## src/rtl/hpdmc_ddr_wrpath_if.sv

```systemverilog
// hpdmc_ddr_wrpath_if: scheduler/FIFO/PHY-side signals of the DDR write datapath
interface hpdmc_ddr_wrpath_if #(parameter int DQ_WIDTH = 16);
  logic write, wr_ready, di_valid, di_ack, dq_oe, dqs_oe, clear_err, underrun, proto_err;
  logic [2*DQ_WIDTH-1:0] di;
  logic [DQ_WIDTH/4-1:0] dmi;
  logic [DQ_WIDTH-1:0] dq_q0, dq_q1;
  logic [DQ_WIDTH/8-1:0] dm_q0, dm_q1, dqs_q0, dqs_q1;
  modport master(
    output write, di, dmi, di_valid, clear_err,
    input wr_ready, di_ack, dq_q0, dq_q1, dm_q0, dm_q1, dqs_q0, dqs_q1, dq_oe, dqs_oe, underrun, proto_err
  );
  modport slave(
    input write, di, dmi, di_valid, clear_err,
    output wr_ready, di_ack, dq_q0, dq_q1, dm_q0, dm_q1, dqs_q0, dqs_q1, dq_oe, dqs_oe, underrun, proto_err
  );
endinterface

```

## src/rtl/hpdmc_ddr_wrpath.sv

```systemverilog
// hpdmc_ddr_wrpath: DDR write path generating DQS/DQ enables and per-beat data/mask for output DDR registers
module hpdmc_ddr_wrpath #(
  parameter int DQ_WIDTH = 16,
  parameter int BURST_BEATS = 4,
  parameter int WRITE_LATENCY = 1
) (
  input logic sys_clk,
  input logic sys_rst,
  hpdmc_ddr_wrpath_if.slave bus
);
  localparam int NB = DQ_WIDTH/8;
  localparam int WW = $clog2(WRITE_LATENCY+1);
  localparam int BW = $clog2(BURST_BEATS+1);
  localparam logic [2:0] IDLE = 3'd0, WAIT = 3'd1, PREAMBLE = 3'd2, DATA = 3'd3, POSTAMBLE = 3'd4;
  localparam logic [2:0] GO = WRITE_LATENCY > 1 ? WAIT : PREAMBLE;
  localparam logic [WW-1:0] WL_LOAD = WW'(WRITE_LATENCY-1);
  localparam logic [BW-1:0] LAST = BW'(BURST_BEATS-1);
  logic [2:0] state, nxt;
  logic [WW-1:0] wcnt;
  logic [BW-1:0] bcnt;
  logic start, load_en;
  assign bus.wr_ready = state == IDLE || state == POSTAMBLE;
  assign start = bus.write & bus.wr_ready;
  always_comb begin
    nxt = (state == IDLE || state == POSTAMBLE) ? (start ? GO : IDLE)
        : state == WAIT ? (wcnt == WW'(1) ? PREAMBLE : WAIT)
        : state == PREAMBLE ? DATA
        : state == DATA ? (bcnt == LAST ? POSTAMBLE : DATA)
        : IDLE;
  end
  // A beat is fetched in the cycle before it is driven, so loading keys off the next state
  assign load_en = nxt == DATA;
  assign bus.di_ack = load_en & bus.di_valid;
  assign bus.dqs_q1 = '0;
  always_ff @(posedge sys_clk) begin
    if (sys_rst) begin
      state <= IDLE;
      wcnt <= '0;
      bcnt <= '0;
      bus.dqs_oe <= 1'b0;
      bus.dq_oe <= 1'b0;
      bus.dqs_q0 <= '0;
      bus.dq_q0 <= '0;
      bus.dq_q1 <= '0;
      bus.dm_q0 <= '0;
      bus.dm_q1 <= '0;
      bus.underrun <= 1'b0;
      bus.proto_err <= 1'b0;
    end else begin
      state <= nxt;
      wcnt <= state == WAIT ? wcnt - 1'b1 : WL_LOAD;
      bcnt <= state == DATA ? bcnt + 1'b1 : '0;
      bus.dqs_oe <= nxt != IDLE && nxt != WAIT;
      bus.dq_oe <= load_en;
      bus.dqs_q0 <= {NB{load_en}};
      bus.dq_q0 <= bus.di_ack ? bus.di[2*DQ_WIDTH-1:DQ_WIDTH] : '0;
      bus.dq_q1 <= bus.di_ack ? bus.di[DQ_WIDTH-1:0] : '0;
      // Underrun keeps burst timing and masks every byte of the missing beat
      bus.dm_q0 <= load_en ? (bus.di_valid ? bus.dmi[2*NB-1:NB] : '1) : '0;
      bus.dm_q1 <= load_en ? (bus.di_valid ? bus.dmi[NB-1:0] : '1) : '0;
      bus.underrun <= (load_en & ~bus.di_valid) | (bus.underrun & ~bus.clear_err);
      bus.proto_err <= (bus.write & ~bus.wr_ready) | (bus.proto_err & ~bus.clear_err);
    end
  end
endmodule

```

## src/flat_wrapper.sv

```systemverilog
// flat-port wrapper written by rule: the top's interface ports become plain ports
module hpdmc_ddr_wrpath_flat 
#(
  parameter int DQ_WIDTH = 16,
  parameter int BURST_BEATS = 4,
  parameter int WRITE_LATENCY = 1
)
  (sys_clk, sys_rst, bus_write, bus_di, bus_dmi, bus_di_valid, bus_clear_err, bus_wr_ready, bus_di_ack, bus_dq_q0, bus_dq_q1, bus_dm_q0, bus_dm_q1, bus_dqs_q0, bus_dqs_q1, bus_dq_oe, bus_dqs_oe, bus_underrun, bus_proto_err);
  hpdmc_ddr_wrpath_if #(.DQ_WIDTH(DQ_WIDTH)) bus_i ();
  input logic sys_clk;
  input logic sys_rst;
  input wire logic [$bits(bus_i.write)-1:0] bus_write;
  input wire logic [$bits(bus_i.di)-1:0] bus_di;
  input wire logic [$bits(bus_i.dmi)-1:0] bus_dmi;
  input wire logic [$bits(bus_i.di_valid)-1:0] bus_di_valid;
  input wire logic [$bits(bus_i.clear_err)-1:0] bus_clear_err;
  output wire logic [$bits(bus_i.wr_ready)-1:0] bus_wr_ready;
  output wire logic [$bits(bus_i.di_ack)-1:0] bus_di_ack;
  output wire logic [$bits(bus_i.dq_q0)-1:0] bus_dq_q0;
  output wire logic [$bits(bus_i.dq_q1)-1:0] bus_dq_q1;
  output wire logic [$bits(bus_i.dm_q0)-1:0] bus_dm_q0;
  output wire logic [$bits(bus_i.dm_q1)-1:0] bus_dm_q1;
  output wire logic [$bits(bus_i.dqs_q0)-1:0] bus_dqs_q0;
  output wire logic [$bits(bus_i.dqs_q1)-1:0] bus_dqs_q1;
  output wire logic [$bits(bus_i.dq_oe)-1:0] bus_dq_oe;
  output wire logic [$bits(bus_i.dqs_oe)-1:0] bus_dqs_oe;
  output wire logic [$bits(bus_i.underrun)-1:0] bus_underrun;
  output wire logic [$bits(bus_i.proto_err)-1:0] bus_proto_err;
  assign bus_i.write = bus_write;
  assign bus_i.di = bus_di;
  assign bus_i.dmi = bus_dmi;
  assign bus_i.di_valid = bus_di_valid;
  assign bus_i.clear_err = bus_clear_err;
  assign bus_wr_ready = bus_i.wr_ready;
  assign bus_di_ack = bus_i.di_ack;
  assign bus_dq_q0 = bus_i.dq_q0;
  assign bus_dq_q1 = bus_i.dq_q1;
  assign bus_dm_q0 = bus_i.dm_q0;
  assign bus_dm_q1 = bus_i.dm_q1;
  assign bus_dqs_q0 = bus_i.dqs_q0;
  assign bus_dqs_q1 = bus_i.dqs_q1;
  assign bus_dq_oe = bus_i.dq_oe;
  assign bus_dqs_oe = bus_i.dqs_oe;
  assign bus_underrun = bus_i.underrun;
  assign bus_proto_err = bus_i.proto_err;
  hpdmc_ddr_wrpath #(.DQ_WIDTH(DQ_WIDTH), .BURST_BEATS(BURST_BEATS), .WRITE_LATENCY(WRITE_LATENCY)) u_core (.sys_clk(sys_clk), .sys_rst(sys_rst), .bus(bus_i));
endmodule
```

## config.mk

```make
export PLATFORM = sky130hd
export DESIGN_NAME = hpdmc_ddr_wrpath_flat
export DESIGN_NICKNAME = d
export VERILOG_FILES = /design/src/rtl/hpdmc_ddr_wrpath_if.sv /design/src/rtl/hpdmc_ddr_wrpath.sv /design/src/flat_wrapper.sv
export SDC_FILE = /design/constraint.sdc
export NUM_CORES = 1
export LEC_CHECK = 0
export ABC_AREA = 1
export CAP_MARGIN = 20
export CORE_UTILIZATION = 38
export DETAILED_ROUTE_END_ITERATION = 8
export PLACE_DENSITY = 0.87
export SYNTH_ARGS = -nofsm -noshare
export SYNTH_HDL_FRONTEND = slang
export SYNTH_SLANG_ARGS = --single-unit
```

## constraint.sdc

```tcl
create_clock -name sys_clk -period 1.9 [get_ports sys_clk]
set_input_delay 0.57 -clock sys_clk [delete_from_list [all_inputs] [get_ports sys_clk]]
set_output_delay 0.57 -clock sys_clk [all_outputs]
set_load 0.05 [all_outputs]
```

# Word level (Yosys, flattened, before mapping)
# Index checks and enable logic that the tools add are counted.
[op_classes]
n_addsub = 2
mul = 0
div_mod_pow = 0
n_lt_le_gt_ge = 0
n_eq_ne = 7
n_shift = 0
mux = 9
bitwise = 15
n_reduce_logical = 8
[ops]
columns = ["op", "n"]
rows = [
  ["$mux W3", 5],
  ["$eq A3 B2 Y1 const B", 4],
  ["$mux W2", 4],
  ["$reduce_or A2 Y1", 4],
  ["$not A1 Y1", 7],
  ["$and A1 B1 Y1", 6],
  ["$add A3 B1 Y3 const B", 1],
  ["$eq A3 B1 Y1 const B", 1],
  ["$eq A3 B3 Y1 const B", 1],
  ["$logic_not A3 Y1", 1],
  ["$ne A3 B1 Y1 const B", 1],
  ["$reduce_bool A3 Y1", 1],
  ["$or A1 B1 Y1", 2],
  ["$logic_and A1 B1 Y1", 1],
  ["$logic_or A1 B1 Y1", 1],
  ["$sub A1 B1 Y1 const B", 1],
]
[word_totals]
reg_bits = 48
latch_bits = 0
mem_bits_rw = 0
rom_bits = 0
in_bits = 41
wordCells = 53
n_memories = 0

# Logic depth before layout (Yosys ltp)
# Gate-level depths: netlist of run 1.
[depth]
ltp_word = 10
depth_mapped = 9
ltp_nobuf = 9

# Least setup slack after synthesis of run 1
# OpenSTA, ideal clock, no wires.
[synth_path]
kind = "register to output"
startpoint = "register u_core.bcnt[0]"
endpoint = "output bus_di_ack"
t_arrival_ns = 1.607
setup_slack_ns = -0.277
path_stages_with_launch = 6
n_path_buf = 0
path_cell_list = "dfxtp_1 > ha_1 > ha_1 > o21ai_4 > inv_1 > nor2_1"
[synth_via]
elab_chain_len = 8
[synth_rtl]
columns = ["item", "line", "source"]
rows = [
  ["from (decl)", "hpdmc_ddr_wrpath.sv:20", "logic [BW-1:0] bcnt;"],
  ["from (signal assigned)", "hpdmc_ddr_wrpath.sv:52", "bcnt <= state == DATA ? bcnt + 1'b1 : '0;"],
  ["$eq A3 B2 Y1", "hpdmc_ddr_wrpath.sv:28", ": state == DATA ? (bcnt == LAST ? POSTAMBLE : DATA)"],
  ["$mux W3 (2 in a row)", "hpdmc_ddr_wrpath.sv:28", ""],
  ["$mux W3", "hpdmc_ddr_wrpath.sv:27", ": state == PREAMBLE ? DATA"],
  ["$mux W3", "hpdmc_ddr_wrpath.sv:26", ": state == WAIT ? (wcnt == WW'(1) ? PREAMBLE : WAIT)"],
  ["$mux W3", "hpdmc_ddr_wrpath.sv:25", "nxt = (state == IDLE || state == POSTAMBLE) ? (start ? GO : IDLE)"],
  ["$eq A3 B2 Y1", "hpdmc_ddr_wrpath.sv:32", "assign load_en = nxt == DATA;"],
  ["$and A1 B1 Y1", "hpdmc_ddr_wrpath.sv:33", "assign bus.di_ack = load_en & bus.di_valid;"],
  ["to (decl)", "flat_wrapper.sv:18", "output wire logic [$bits(bus_i.di_ack)-1:0] bus_di_ack;"],
]
# No other way between the ends.

# Final worst setup path of run 1
[layout_path]
startpoint = "input bus_di_valid"
endpoint = "output bus_di_ack"
[layout_via]
elab_chain_len = 1
[layout_rtl]
columns = ["item", "line", "source"]
rows = [
  ["from (decl)", "flat_wrapper.sv:15", "input wire logic [$bits(bus_i.di_valid)-1:0] bus_di_valid;"],
  ["$and A1 B1 Y1", "hpdmc_ddr_wrpath.sv:33", ""],
]
# No other way between the ends.

==> results of run 1 <==
[worst paths after layout]
check                 start                   to  depth (start not counted)
max            bus_di_valid           bus_di_ack                          4
min          u_core.bcnt[0]       u_core.bcnt[0]                          1
max reg2reg  u_core.bcnt[0]  u_core.bus.dq_q1[8]                          8
min reg2reg  u_core.bcnt[0]       u_core.bcnt[0]                          1
[stage by stage]
stage | cell area [um2] | hold slack, ns | TNS [ns]
final | 2620 | 0.431 | -0.0690
after CTS | 2620 | 0.432 | -0.0698
after global routing | 2620 | 0.448 | -0.116
after detailed placement | 2440 | 0.416 | -0.0686
after floorplan | 1610 | 0.398 | 0
after global placement | 2440 | 0.407 | -0.0516
[what timing repair did]
action                     CTS  global route
setup endpoints to repair    1             1
gates resized for setup      8             1
buffers inserted             2             0
gates cloned                 0             0
pin swaps                    4             1
[layer usage]
metal | track usage [%] | part of all wire (%) | vias to the layer above
met2 | 27.4 | 52 | 59
li1 | - | - | 676
met3 | 6.85 | 8.9 | 2
met4 | 6.65 | 0.98 | 0
met1 | 14.7 | 38 | 535
met5 | 0 | 0 | -
[worst max-delay path: cells and delay by family]
family	cells	cell delay (ns)
simple gates	1	0.13
buf+inv	3	0.70
[power by group through the flow]
stage	logic (uW)	clock network [uW]	registers (uW)
2_1_floorplan	190	0	1240
3_3_place_gp	560	0	1090
3_5_place_dp	566	0	1090
4_1_cts	577	865	1070
5_1_grt	610	922	1080
6_report	572	844	1070
[cells in the final DEF (no fill, tap or decap), drive strengths merged]
cell / synthesis / routed
a21oi: 1 / 1
buf: 7 / 53
bufinv: 0 / 2
clkbuf: 0 / 6
clkdlybuf4s50: 0 / 40
conb: 1 / 2
dfxtp: 47 / 47
ha: 2 / 2
inv: 47 / 47
nand2: 10 / 10
nand3: 6 / 6
nand4: 1 / 1
nor2: 50 / 50
o21ai: 4 / 4
[state kept, by name, summed over array words and instances, names as in the netlist, 2 cells and up]
name and flops:
u_core.bcnt 3, u_core.bus.dq_q1 16, u_core.state 3, u_core.bus.dm_q0 2, u_core.bus.dm_q1 2, u_core.bus.dq_q0 16
[cells by family (layout without fill, tap and decap cells)]
family,count (synthesis),after routing
AO/OA/AOI/OAI,5,5
adder cells (fa/ha/maj),2,2
other,1,2
AND/OR/NAND/NOR,67,67
flip-flops,47,47
buffers and inverters,54,148
[final cells by class]
cell class / instances / area [um2] / share of cell area, %
flip-flops and latches: 47 / 946 / 36.1
repair buffers: 93 / 848 / 32.4
multi-input cells: 76 / 455 / 17.4
inverters: 47 / 176 / 6.73
clock buffers: 6 / 72.6 / 2.77
well taps: 50 / 62.6 / 2.39
clock inverters: 2 / 60.1 / 2.29
==> results.py, run 1 <==
metrics = {
    "logic_synthesis": {
        "yosysSeqAreaShare_pct": 58.8,
        "synth_top_family_by_area": "simple AND/OR/NAND/NOR gates",
        "synthAdderAreaFrac_pct": 1.56,
        "yosys_register_bits": 47,
        "synth_compound_area_share_pct": 2.27,
        "ys_top_cells_by_count": "dfxtp_1, inv_1, nor2_2",
        "syn_area_per_cell_um2": 9.09,
        "synth_area_leader_cell": "dfxtp_1",
        "async_reset_ff_share_pct": 0,
        "yosys-top-cells-area": "dfxtp_1, nor2_2, inv_1, nor2_1, nand2_1",
        "netlist_instances": 176,
        "synth_ff_type": "dfxtp_1",
        "synth_cell_types": 16,
        "synth-xor-area-share_pct": 0,
        "synth_top_area_share_pct": 58.8,
        "yosys_warnings": 0,
        "synth_area_mm2": 0.00160,
        "yosys.area_share.simple_pct": 22.1,
        "muxShareOfSynthArea_pct": 0,
        "synth_edf_count": 0,
    },
    "floorplanning": {
        "rows": 23,
        "dieWidth_um": 66.9,
        "die_y_um": 66.9,
        "start_util_pct": 39.7,
        "fp.dieArea_mm2": 0.00447,
        "pin_count": 87,
        "coreArea_mm2": 0.00403,
    },
    "run_status": {
        "violations": "setup timing",
        "status": "finished, violations left",
    },
    "sta": {
        "layout_setup_ws_ns": -0.0690,
        "setup_violations": 1,
        "fin_crit_ns": 1.97,
        "rsz0062_at_grt": "yes",
        "fmax_mhz": 508,
        "min_period_over_period_pct": 104,
        "slew_viol_final": 0,
        "hold_viol_final": 0,
        "skew_ns": 0.00687,
    },
    "worst_setup_path": {
        "crit_arrival_ns": 1.40,
        "critPathRequiredTime_ns": 1.33,
        "critical_path.max_stage_delay_ns": 0.48,
        "reg2reg_slack_ns": 0.37,
        "crit_path_end_kind": "output pin",
        "crit_path_start_kind": "input port",
        "crit_path_cell_trace": "clkdlybuf4s50_1 -> inv_1 -> nor2_4 -> buf_12",
        "path_class": "input port to output pin",
        "cp_slowest_cell": "clkdlybuf4s50_1",
        "crit_fanout": 2,
    },
    "placement": {
        "gp_congestion": 0.780,
        "post-place-cells": 311,
        "place_ws_ns": -0.0686,
        "placement.io_buffers": 84,
        "hpwlAfterDp_um": 2450,
    },
    "cts": {
        "clock_latency_ns": 0.29,
        "clock-sinks": 47,
        "htreeDepth": 2,
        "tritoncts": "yes",
        "clockBufferDepth": 2,
        "cts.hold.buffers_added": 0,
        "cts_made_buffers": 5,
        "cts_root_buf": "clkbuf_8",
        "clk_pin_slew_ns": 0.08,
    },
    "global_route": {
        "grt_max_degree": 15,
        "grt_pass1_vias": 1198,
        "grt.total_usage_pct": 15.2,
        "grt_pass1_wl_um": 4890,
        "grt.overflow.total": 0,
        "antenna_found_initial": 0,
    },
    "power_and_ir_drop": {
        "leakagePower_uw": 0.00130,
        "power_density_mw_per_mm2": 948,
        "p_comb_share_pct": 23.0,
        "p_int_uw": 1790,
        "swShare_pct": 27.8,
        "total_power_uw": 2480,
        "clkPwrFrac_pct": 34.0,
        "vdd_drop_max_v": 0.000568,
        "p_sw_uw": 689,
        "seqPwrFrac_pct": 43.0,
    },
    "finish": {
        "syn_to_final_growth_pct": 63.8,
        "final_cells": 321,
        "fillers": 333,
        "final_util_pct": 65.1,
        "fin_nets": 313,
        "diodes": 0,
        "layout-drive-gt1-share_pct": 37.3,
    },
    "routing": {
        "dr.pass1.iters": 4,
        "wl_per_cell_um": 9.88,
        "drc_errors": 0,
        "via_count": 1272,
        "drtAntennaViolNets": 0,
        "dr.first_iter.drc_count": 37,
        "via_per_inst": 3.96,
        "wl_um": 3170,
    },
    "flow_run": {
        "cap_violations": 0,
    },
    "worst_hold_path": {
        "hold_class": "flop to flop",
    },
}
No activity file was read; power rests on OpenSTA's default activity.
==> inputs of run 2 (changes only) <==
--- a/config.mk
+++ b/config.mk
@@ -7,9 +7,9 @@
 export LEC_CHECK = 0
 export ABC_AREA = 1
 export CAP_MARGIN = 20
-export CORE_UTILIZATION = 38
+export CORE_UTILIZATION = 41
 export DETAILED_ROUTE_END_ITERATION = 8
-export PLACE_DENSITY = 0.87
+export PLACE_DENSITY = 0.92
 export SYNTH_ARGS = -nofsm -noshare
 export SYNTH_HDL_FRONTEND = slang
 export SYNTH_SLANG_ARGS = --single-unit
==> constraint.sdc (replaced) <==
create_clock -name sys_clk -period 2.4 [get_ports sys_clk]
set_input_delay 0.72 -clock sys_clk [delete_from_list [all_inputs] [get_ports sys_clk]]
set_output_delay 0.72 -clock sys_clk [all_outputs]
set_load 0.05 [all_outputs]
==> run 2 against run 1 <==
Compared with the run above:
- the flow now finishes without violations
- first-iteration DRC count is the same
- global-route usage grew 1.6 points
- critical path depth is the same
- combinational power shrank 23%
- largest power group unchanged
- die area shrank 7.1%
- via count shrank 0.16%
==> results.py, run 2 (synthesized netlist as in run 1, its figures left out) <==
metrics = {
    "global_route": {
        "antenna_found_initial": 0,
        "grt_max_degree": 16,
        "grt_pass1_wl_um": 5210,
        "grt.total_usage_pct": 16.8,
        "grt_pass1_vias": 1267,
        "grt.overflow.total": 0,
    },
    "power_and_ir_drop": {
        "vdd_drop_max_v": 0.000445,
        "power_density_mw_per_mm2": 673,
        "leakagePower_uw": 0.00117,
        "total_power_uw": 1740,
    },
    "worst_setup_path": {
        "crit_fanout": 2,
        "worst_r2r_path_depth": 7,
        "crit_arrival_ns": 1.61,
        "reg2reg_slack_ns": 0.74,
        "cp_slowest_cell": "clkdlybuf4s50_1",
        "critical_path.max_stage_delay_ns": 0.51,
        "crit_path_start_kind": "input port",
        "crit_path_cell_trace": "clkdlybuf4s50_1 -> inv_1 -> nor2_2 -> buf_12",
        "cp_top_family": "buffers and inverters",
        "timing.rr.start": "u_core.bcnt[0]",
        "cp.buffers_inverters": 3,
        "crit_path_end_kind": "output pin",
        "path_class": "input port to output pin",
        "timing.rr.end": "u_core.bus.dq_q0[3]",
        "critPathRequiredTime_ns": 1.68,
    },
    "finish": {
        "final_cells": 314,
        "layout_common_cells": "clkdlybuf4s50_1, inv_1, dfxtp_1",
        "final_common_cell": "clkdlybuf4s50_1",
        "syn_to_final_growth_pct": 61.8,
        "design_area_mm2": 0.00259,
        "fin_nets": 309,
        "fillers": 294,
        "layout-drive-gt1-share_pct": 18.0,
        "top_regs": "u_core.bus.dq_q0: 16 flops, u_core.bus.dq_q1: 16 flops",
        "diodes": 0,
    },
    "sta": {
        "maxSlewHeadroom_pct": 65.4,
        "fin_crit_ns": 2.33,
        "rsz0062_at_grt": "no",
        "slew_viol_final": 0,
        "skew_ns": 0.00463,
        "hold_viol_final": 0,
        "fmax_mhz": 429,
        "setup_tns_ns": 0,
        "setup_violations": 0,
        "layout_setup_ws_ns": 0.0715,
        "worst_pin_slew_ns": 0.517,
        "min_period_over_period_pct": 97.0,
    },
    "routing": {
        "drc_errors": 0,
        "dr.pass1.iters": 4,
        "wl_um": 3210,
        "drtAntennaViolNets": 0,
        "wl_per_cell_um": 10.2,
        "via_per_inst": 4.04,
        "dr.first_iter.drc_count": 37,
        "via_count": 1270,
    },
    "worst_hold_path": {
        "min_to": "u_core.bcnt[0]",
        "hold_start": "u_core.bcnt[0]",
        "holdPathStages": 1,
        "hold_class": "flop to flop",
    },
    "placement": {
        "hpwlAfterDp_um": 2630,
        "placed_area_mm2": 0.00249,
        "place_ws_ns": 0.0549,
        "gp_congestion": 0.719,
        "post-place-cells": 306,
        "placement.io_buffers": 84,
    },
    "cts": {
        "htreeDepth": 2,
        "clk_pin_slew_ns": 0.08,
        "cts.hold.buffers_added": 0,
        "tritoncts": "yes",
        "clock_latency_ns": 0.29,
        "cts_made_buffers": 5,
        "clock-sinks": 47,
        "cts_root_buf": "clkbuf_8",
        "clockBufferDepth": 2,
    },
    "run_status": {
        "status": "completed",
    },
    "floorplanning": {
        "pin_count": 87,
        "coreArea_mm2": 0.00369,
        "dieWidth_um": 64.5,
        "start_util_pct": 43.4,
        "rows": 22,
        "fp.dieArea_mm2": 0.00416,
        "die_y_um": 64.5,
    },
    "flow_run": {
        "cap_violations": 0,
    },
}
[run 2: worst max path at each step]
stage                         from          to  depth (start not counted)
floorplan           u_core.bcnt[0]  bus_di_ack                          5
global placement      bus_di_valid  bus_di_ack                          4
detailed placement    bus_di_valid  bus_di_ack                          4
CTS                 u_core.bcnt[0]  bus_di_ack                          6
global route          bus_di_valid  bus_di_ack                          4
finish                bus_di_valid  bus_di_ack                          4
[run 2: final cells by class]
cell class / instances / area (um2) / share of cell area [%]
repair buffers: 89 / 898 / 34.7
flip-flops and latches: 47 / 941 / 36.3
well taps: 48 / 60.1 / 2.32
inverters: 47 / 176 / 6.81
multi-input cells: 76 / 425 / 16.4
clock inverters: 1 / 5.00 / 0.193
clock buffers: 6 / 82.6 / 3.19
[run 2: power by group]
| group | switching [uW] | leakage [uW] | total, uW | internal [uW] |
|---|---|---|---|---|
| clock | 232 | 0.0000470 | 457 | 226 |
| sequential | 21.5 | 0.000382 | 843 | 822 |
| combinational | 266 | 0.000738 | 441 | 175 |
[run 2: stage by stage]
step / utilization, % / hold WS [ns]
3_5_place_dp: 67.5 / 0.422
3_3_place_gp: 67.5 / 0.409
5_1_grt: 70.2 / 0.474
4_1_cts: 69.9 / 0.434
6_report: 70.2 / 0.428
2_1_floorplan: - / 0.398
[run 2: worst reg2reg max path: cells and delay by family, from the launching register on]
family | cells | cell delay [ns]
buffers and inverters | 2 | 0.40
AOI/OAI and AO/OA | 1 | 0.16
adders and majority gates | 2 | 0.42
DFF | 1 | 0.32
and+or+nand+nor | 2 | 0.30
[run 2: layer usage]
layer	global-route usage [%]	wire length, um	vias to the layer above
met5	0	0	-
met2	32.2	1790	51
met4	7.22	70	0
met3	6.16	225	9
li1	-	-	667
met1	15.6	1130	543
[run 2: repair_timing]
item                                    in CTS  in global routing
resized for setup                            0                  1
buffers inserted                             0                  1
endpoints found under the setup margin       0                  1
==> inputs of run 3 (changes only) <==
--- a/config.mk
+++ b/config.mk
@@ -7,9 +7,11 @@
 export LEC_CHECK = 0
 export ABC_AREA = 1
 export CAP_MARGIN = 20
-export CORE_UTILIZATION = 41
+export CORE_UTILIZATION = 64
 export DETAILED_ROUTE_END_ITERATION = 8
-export PLACE_DENSITY = 0.92
+export DONT_BUFFER_PORTS = 1
+export PLACE_DENSITY = 0.88
+export RECOVER_POWER = 50
 export SYNTH_ARGS = -nofsm -noshare
 export SYNTH_HDL_FRONTEND = slang
 export SYNTH_SLANG_ARGS = --single-unit
==> run 3 against run 2 <==
Compared with the run above:
- hold slack worse by 0.0096 ns
- cell count is 33% lower
- setup slack better by 0.045 ns
- non-clock buffer count is 86 lower
- clock skew is 0.0093 ns higher
- routed wire length is 26% lower
- critical path type is now flop to output pin
==> results.py, run 3 (synthesized netlist as in run 1, its figures left out) <==
metrics = {
    "finish": {
        "fillers": 181,
        "top_regs": "u_core.bus.dq_q0: 16 flops, u_core.bus.dq_q1: 16 flops",
        "layout_common_cells": "inv_1, dfxtp_1, nor2_2",
        "final_cells": 209,
        "fin_nets": 223,
        "layout-drive-gt1-share_pct": 23.8,
        "diodes": 0,
        "syn_to_final_growth_pct": 4.53,
        "seq_area_um2": 941,
        "multi_input_area_um2": 413,
    },
    "power_and_ir_drop": {
        "total_power_uw": 1590,
        "leakagePower_uw": 0.000833,
        "power_density_mw_per_mm2": 952,
        "p_int_uw": 1090,
        "vdd_drop_max_v": 0.000801,
        "p_sw_uw": 503,
        "clkPwrFrac_pct": 29.3,
        "seqPwrFrac_pct": 60.4,
        "swShare_pct": 31.6,
        "p_comb_share_pct": 10.3,
    },
    "routing": {
        "dr.first_iter.drc_count": 9,
        "via_count": 991,
        "drc_errors": 0,
        "dr.pass1.iters": 4,
        "via_per_inst": 4.74,
        "wl_per_cell_um": 11.3,
        "wl_um": 2370,
        "drtAntennaViolNets": 0,
    },
    "floorplanning": {
        "dieWidth_um": 52.0,
        "fp.dieArea_mm2": 0.00270,
        "pin_count": 87,
        "die_y_um": 52.0,
        "rows": 17,
        "start_util_pct": 70.3,
        "coreArea_mm2": 0.00228,
    },
    "worst_setup_path": {
        "reg2reg_slack_ns": 0.27,
        "crit_arrival_ns": 1.56,
        "crit_path_end_kind": "output pin",
        "crit_path_start_kind": "flop",
        "path_class": "flop to output pin",
        "timing.rr.end": "u_core.bus.dq_q1[9]",
        "critPathRequiredTime_ns": 1.68,
        "crit_fanout": 3,
        "timing.rr.start": "u_core.bcnt[0]",
        "worst_r2r_path_depth": 6,
    },
    "placement": {
        "hpwlAfterDp_um": 1860,
        "gp_congestion": 0.864,
        "post-place-cells": 200,
        "placement.io_buffers": 0,
    },
    "global_route": {
        "grt.overflow.total": 0,
        "grt.total_usage_pct": 20.0,
        "antenna_found_initial": 0,
        "grt_pass1_wl_um": 3830,
        "grt_max_degree": 33,
        "grt_pass1_vias": 970,
    },
    "worst_hold_path": {
        "holdPathStages": 1,
        "hold_start": "sys_rst",
        "min_to": "u_core.bus.proto_err",
        "hold_class": "input port to flop",
    },
    "cts": {
        "clk_pin_slew_ns": 0.14,
        "cts_root_buf": "clkbuf_4",
        "clockBufferDepth": 2,
        "clock-sinks": 47,
        "clock_latency_ns": 0.35,
        "cts_made_buffers": 5,
        "tritoncts": "yes",
        "cts.hold.buffers_added": 0,
        "htreeDepth": 2,
    },
    "sta": {
        "setup_violations": 0,
        "fin_crit_ns": 2.28,
        "maxSlewHeadroom_pct": 38.9,
        "skew_ns": 0.0139,
        "setup_tns_ns": 0,
        "hold_viol_final": 0,
        "slew_viol_final": 0,
        "holdWs_ns": 0.419,
        "worst_pin_slew_ns": 0.913,
        "min_period_over_period_pct": 95.1,
        "rsz0062_at_grt": "no",
        "fmax_mhz": 438,
    },
    "run_status": {
        "status": "completed",
    },
    "flow_run": {
        "cap_violations": 0,
    },
}
## run 3: worst max-delay path by stage
stage | cells after the start | startpoint | end
floorplan | 5 | u_core.bcnt[0] | bus_di_ack
global placement | 6 | u_core.bcnt[0] | bus_di_ack
detailed placement | 6 | u_core.bcnt[0] | bus_di_ack
CTS | 6 | u_core.bcnt[0] | bus_di_ack
global route | 6 | u_core.bcnt[0] | bus_di_ack
finish | 6 | u_core.bcnt[0] | bus_di_ack
## run 3: critical path, cell delays in order, from the launching register on
cell and delay, ns:
dfxtp_1 0.34, ha_1 0.20, ha_2 0.20, o21ai_4 0.13
inv_1 0.06, nor2_1 0.12, buf_6 0.17
## run 3: stage by stage
| step | instance area (um2) | setup slack [ns] | utilization [%] |
|---|---|---|---|
| final | 1670 | 0.116 | 73.5 |
| after detailed placement | 1590 | 0.368 | 69.9 |
| after floorplan | 1600 | 0.0727 | - |
| after global routing | 1670 | 0.00248 | 73.5 |
| after global placement | 1590 | 0.425 | 69.9 |
| after CTS | 1690 | 0.0502 | 74.1 |
## run 3: final cells by class
| class | instances | area share, % |
|---|---|---|
| Sequential cell | 47 | 56.2 |
| Timing Repair Buffer | 3 | 1.35 |
| Inverter | 47 | 10.5 |
| Clock buffer | 5 | 2.24 |
| Tap cell | 28 | 2.09 |
| Multi-Input combinational cell | 76 | 24.7 |
| Clock inverter | 3 | 2.84 |
## run 3: per-layer routing
| layer | part of all wire, % | track usage, % | vias up |
|---|---|---|---|
| li1 | - | - | 497 |
| met1 | 35 | 18.9 | 423 |
| met2 | 55 | 37.2 | 69 |
| met3 | 9.3 | 8.48 | 2 |
| met4 | 0.21 | 8.11 | 0 |
| met5 | 0 | 0 | - |
## run 3: what timing repair did
action / 4_1_cts / 5_1_grt
pin swaps: 1 / 0
gates resized for setup: 1 / 1
setup buffers: 1 / 0
gates cloned: 0 / 0
setup endpoints to repair: 1 / 1
## run 3: power groups by stage
stage | combinational [uW] | clock [uW] | sequential (uW)
2_1_floorplan | 147 | 0 | 983
3_3_place_gp | 155 | 0 | 979
3_5_place_dp | 163 | 0 | 981
4_1_cts | 170 | 484 | 963
5_1_grt | 182 | 519 | 968
6_report | 165 | 467 | 962
==> RTL change (flow settings as in run 1) <==
Make the reset (`sys_rst`) asynchronous in one clocked block.
--- a/src/rtl/hpdmc_ddr_wrpath.sv
+++ b/src/rtl/hpdmc_ddr_wrpath.sv
@@ -32,7 +32,7 @@
   assign load_en = nxt == DATA;
   assign bus.di_ack = load_en & bus.di_valid;
   assign bus.dqs_q1 = '0;
-  always_ff @(posedge sys_clk) begin
+  always_ff @(posedge sys_clk or posedge sys_rst) begin
     if (sys_rst) begin
       state <= IDLE;
       wcnt <= '0;
Function: differs if sys_rst is asserted again (counterexample within 4 cycles, from zero or initial values and one cycle with sys_rst high); with sys_rst held inactive, the same outputs for 10 cycles.
==> RTL change against run 1 <==
  * Final area increased by 5.3%
  * Sequential cell count unchanged
  * Wire length is 5.8% higher
  * Sequential share of layout area grew 6.5 points
  * Area after synthesis up 13%
  * The flow still finishes with violations (setup timing)
  * Setup slack worse by 0.10 ns
  * First-iteration DRC count up 110%
Power is not compared: it rests on default switching activity, and its combinational part moved more than twofold at a synthesized area within 25%.
==> RTL change: results (changes against run 1) <==
Setup Skew -> 0.004019 ns (was 0.006871 ns)
Failing checks -> setup timing (unchanged)
Worst Min Path Start -> u_core.wcnt$_DFF_PP0_ (was u_core.bcnt[0]$_SDFF_PP0_)
CP Launch Type -> register (was primary input)
Reg-to-Reg End -> u_core.bus.dq_q1[0]$_DFF_PP0_ (was u_core.bus.dq_q1[8]$_SDFF_PP0_)
Grt met2 use -> 27.56% (was 27.40%)
Synth cell count leaders -> dfrtp_1, inv_1, nor2_2, nor2_1 (was dfxtp_1, inv_1, nor2_2, nor2_1, nand2_1)
Vias per inst -> 4.162 (was 3.963)
Met3 Wirelength -> 214 um (was 283 um)
Hold path depth -> 3 (was 1)
Hold endpoint -> u_core.wcnt$_DFF_PP0_ (was u_core.bcnt[0]$_SDFF_PP0_)
Reg-to-reg critical path startpoint -> u_core.bcnt[0]$_DFF_PP0_ (was u_core.bcnt[0]$_SDFF_PP0_)
Reg-to-reg slack, setup -> 0.30 ns (was 0.37 ns)
Pin count of the biggest net entering global routing -> 33 (was 15)
NumNets Final -> 299 (was 313)
Final Hold Slack -> 0.5466 ns (was 0.4311 ns)
DR pass1 iterations -> 6 (was 4)
Final setup margin -> -0.1733 ns (was -0.06902 ns)
Synth Flop Type -> dfrtp_1 (was dfxtp_1)
Status -> complete, but fails checks (unchanged)
Main area contributors after synthesis -> dfrtp_1, inv_1, nor2_2 (was dfxtp_1, nor2_2, inv_1)
Final TNS setup -> -0.1733 ns (was -0.06902 ns)
Synth cell types -> 18 (was 16)
Pre-CTS setup slack -> -0.05974 ns (was -0.06855 ns)
Asr flop ratio synth -> 100.0% (was 0%)
Count of final setup violators -> 1 (unchanged)
All-Layer GR Usage -> 14.65% (was 15.21%)
Fraction of layout cells with a size suffix above 1 -> 37.35% (was 37.27%)
Met3 usage -> 4.843% (was 6.849%)
WL final -> 3354 um (was 3170 um)
Initial drt markers -> 77 (was 37)
Post-synthesis cell count -> 163 (was 176)
Post-Layout Cell Count -> 309 (was 321)
Fillers -> 360 (was 333)
Wl on met1 -> 1225 um (was 1191 um)
-- RTL change: what timing repair did --
item                       CTS  global route
setup endpoints to repair    1             1
resized for setup            0             0
buffers inserted             1             2
-- RTL change: layout make-up --
| type | count | area [um^2] | area share, % |
|---|---|---|---|
| flip-flops and latches | 47 | 1176 | 42.59 |
| repair buffers | 92 | 840.8 | 30.45 |
| clock buffers | 8 | 100.1 | 3.625 |
| well taps | 52 | 65.06 | 2.356 |
| multi-input cells | 64 | 400.4 | 14.50 |
| inverters | 46 | 178.9 | 6.479 |
-- RTL change: cells by family after synthesis --
group	Yosys count	share of synthesized area, %
flops	47	65.23
other cells	1	0.2080
compound gates	3	0.9024
simple gates	57	18.39
fa+ha+maj	2	1.388
buf+inv	53	13.88
-- RTL change: worst max-delay path, stage by stage (launching register included) --
cell and delay (ns):
dfrtp_1 0.39, ha_2 0.19, ha_4 0.16, nand2_4 0.07, nand3_4 0.07, inv_4 0.07
nand2_4 0.05, clkinvlp_4 0.08, buf_12 0.13
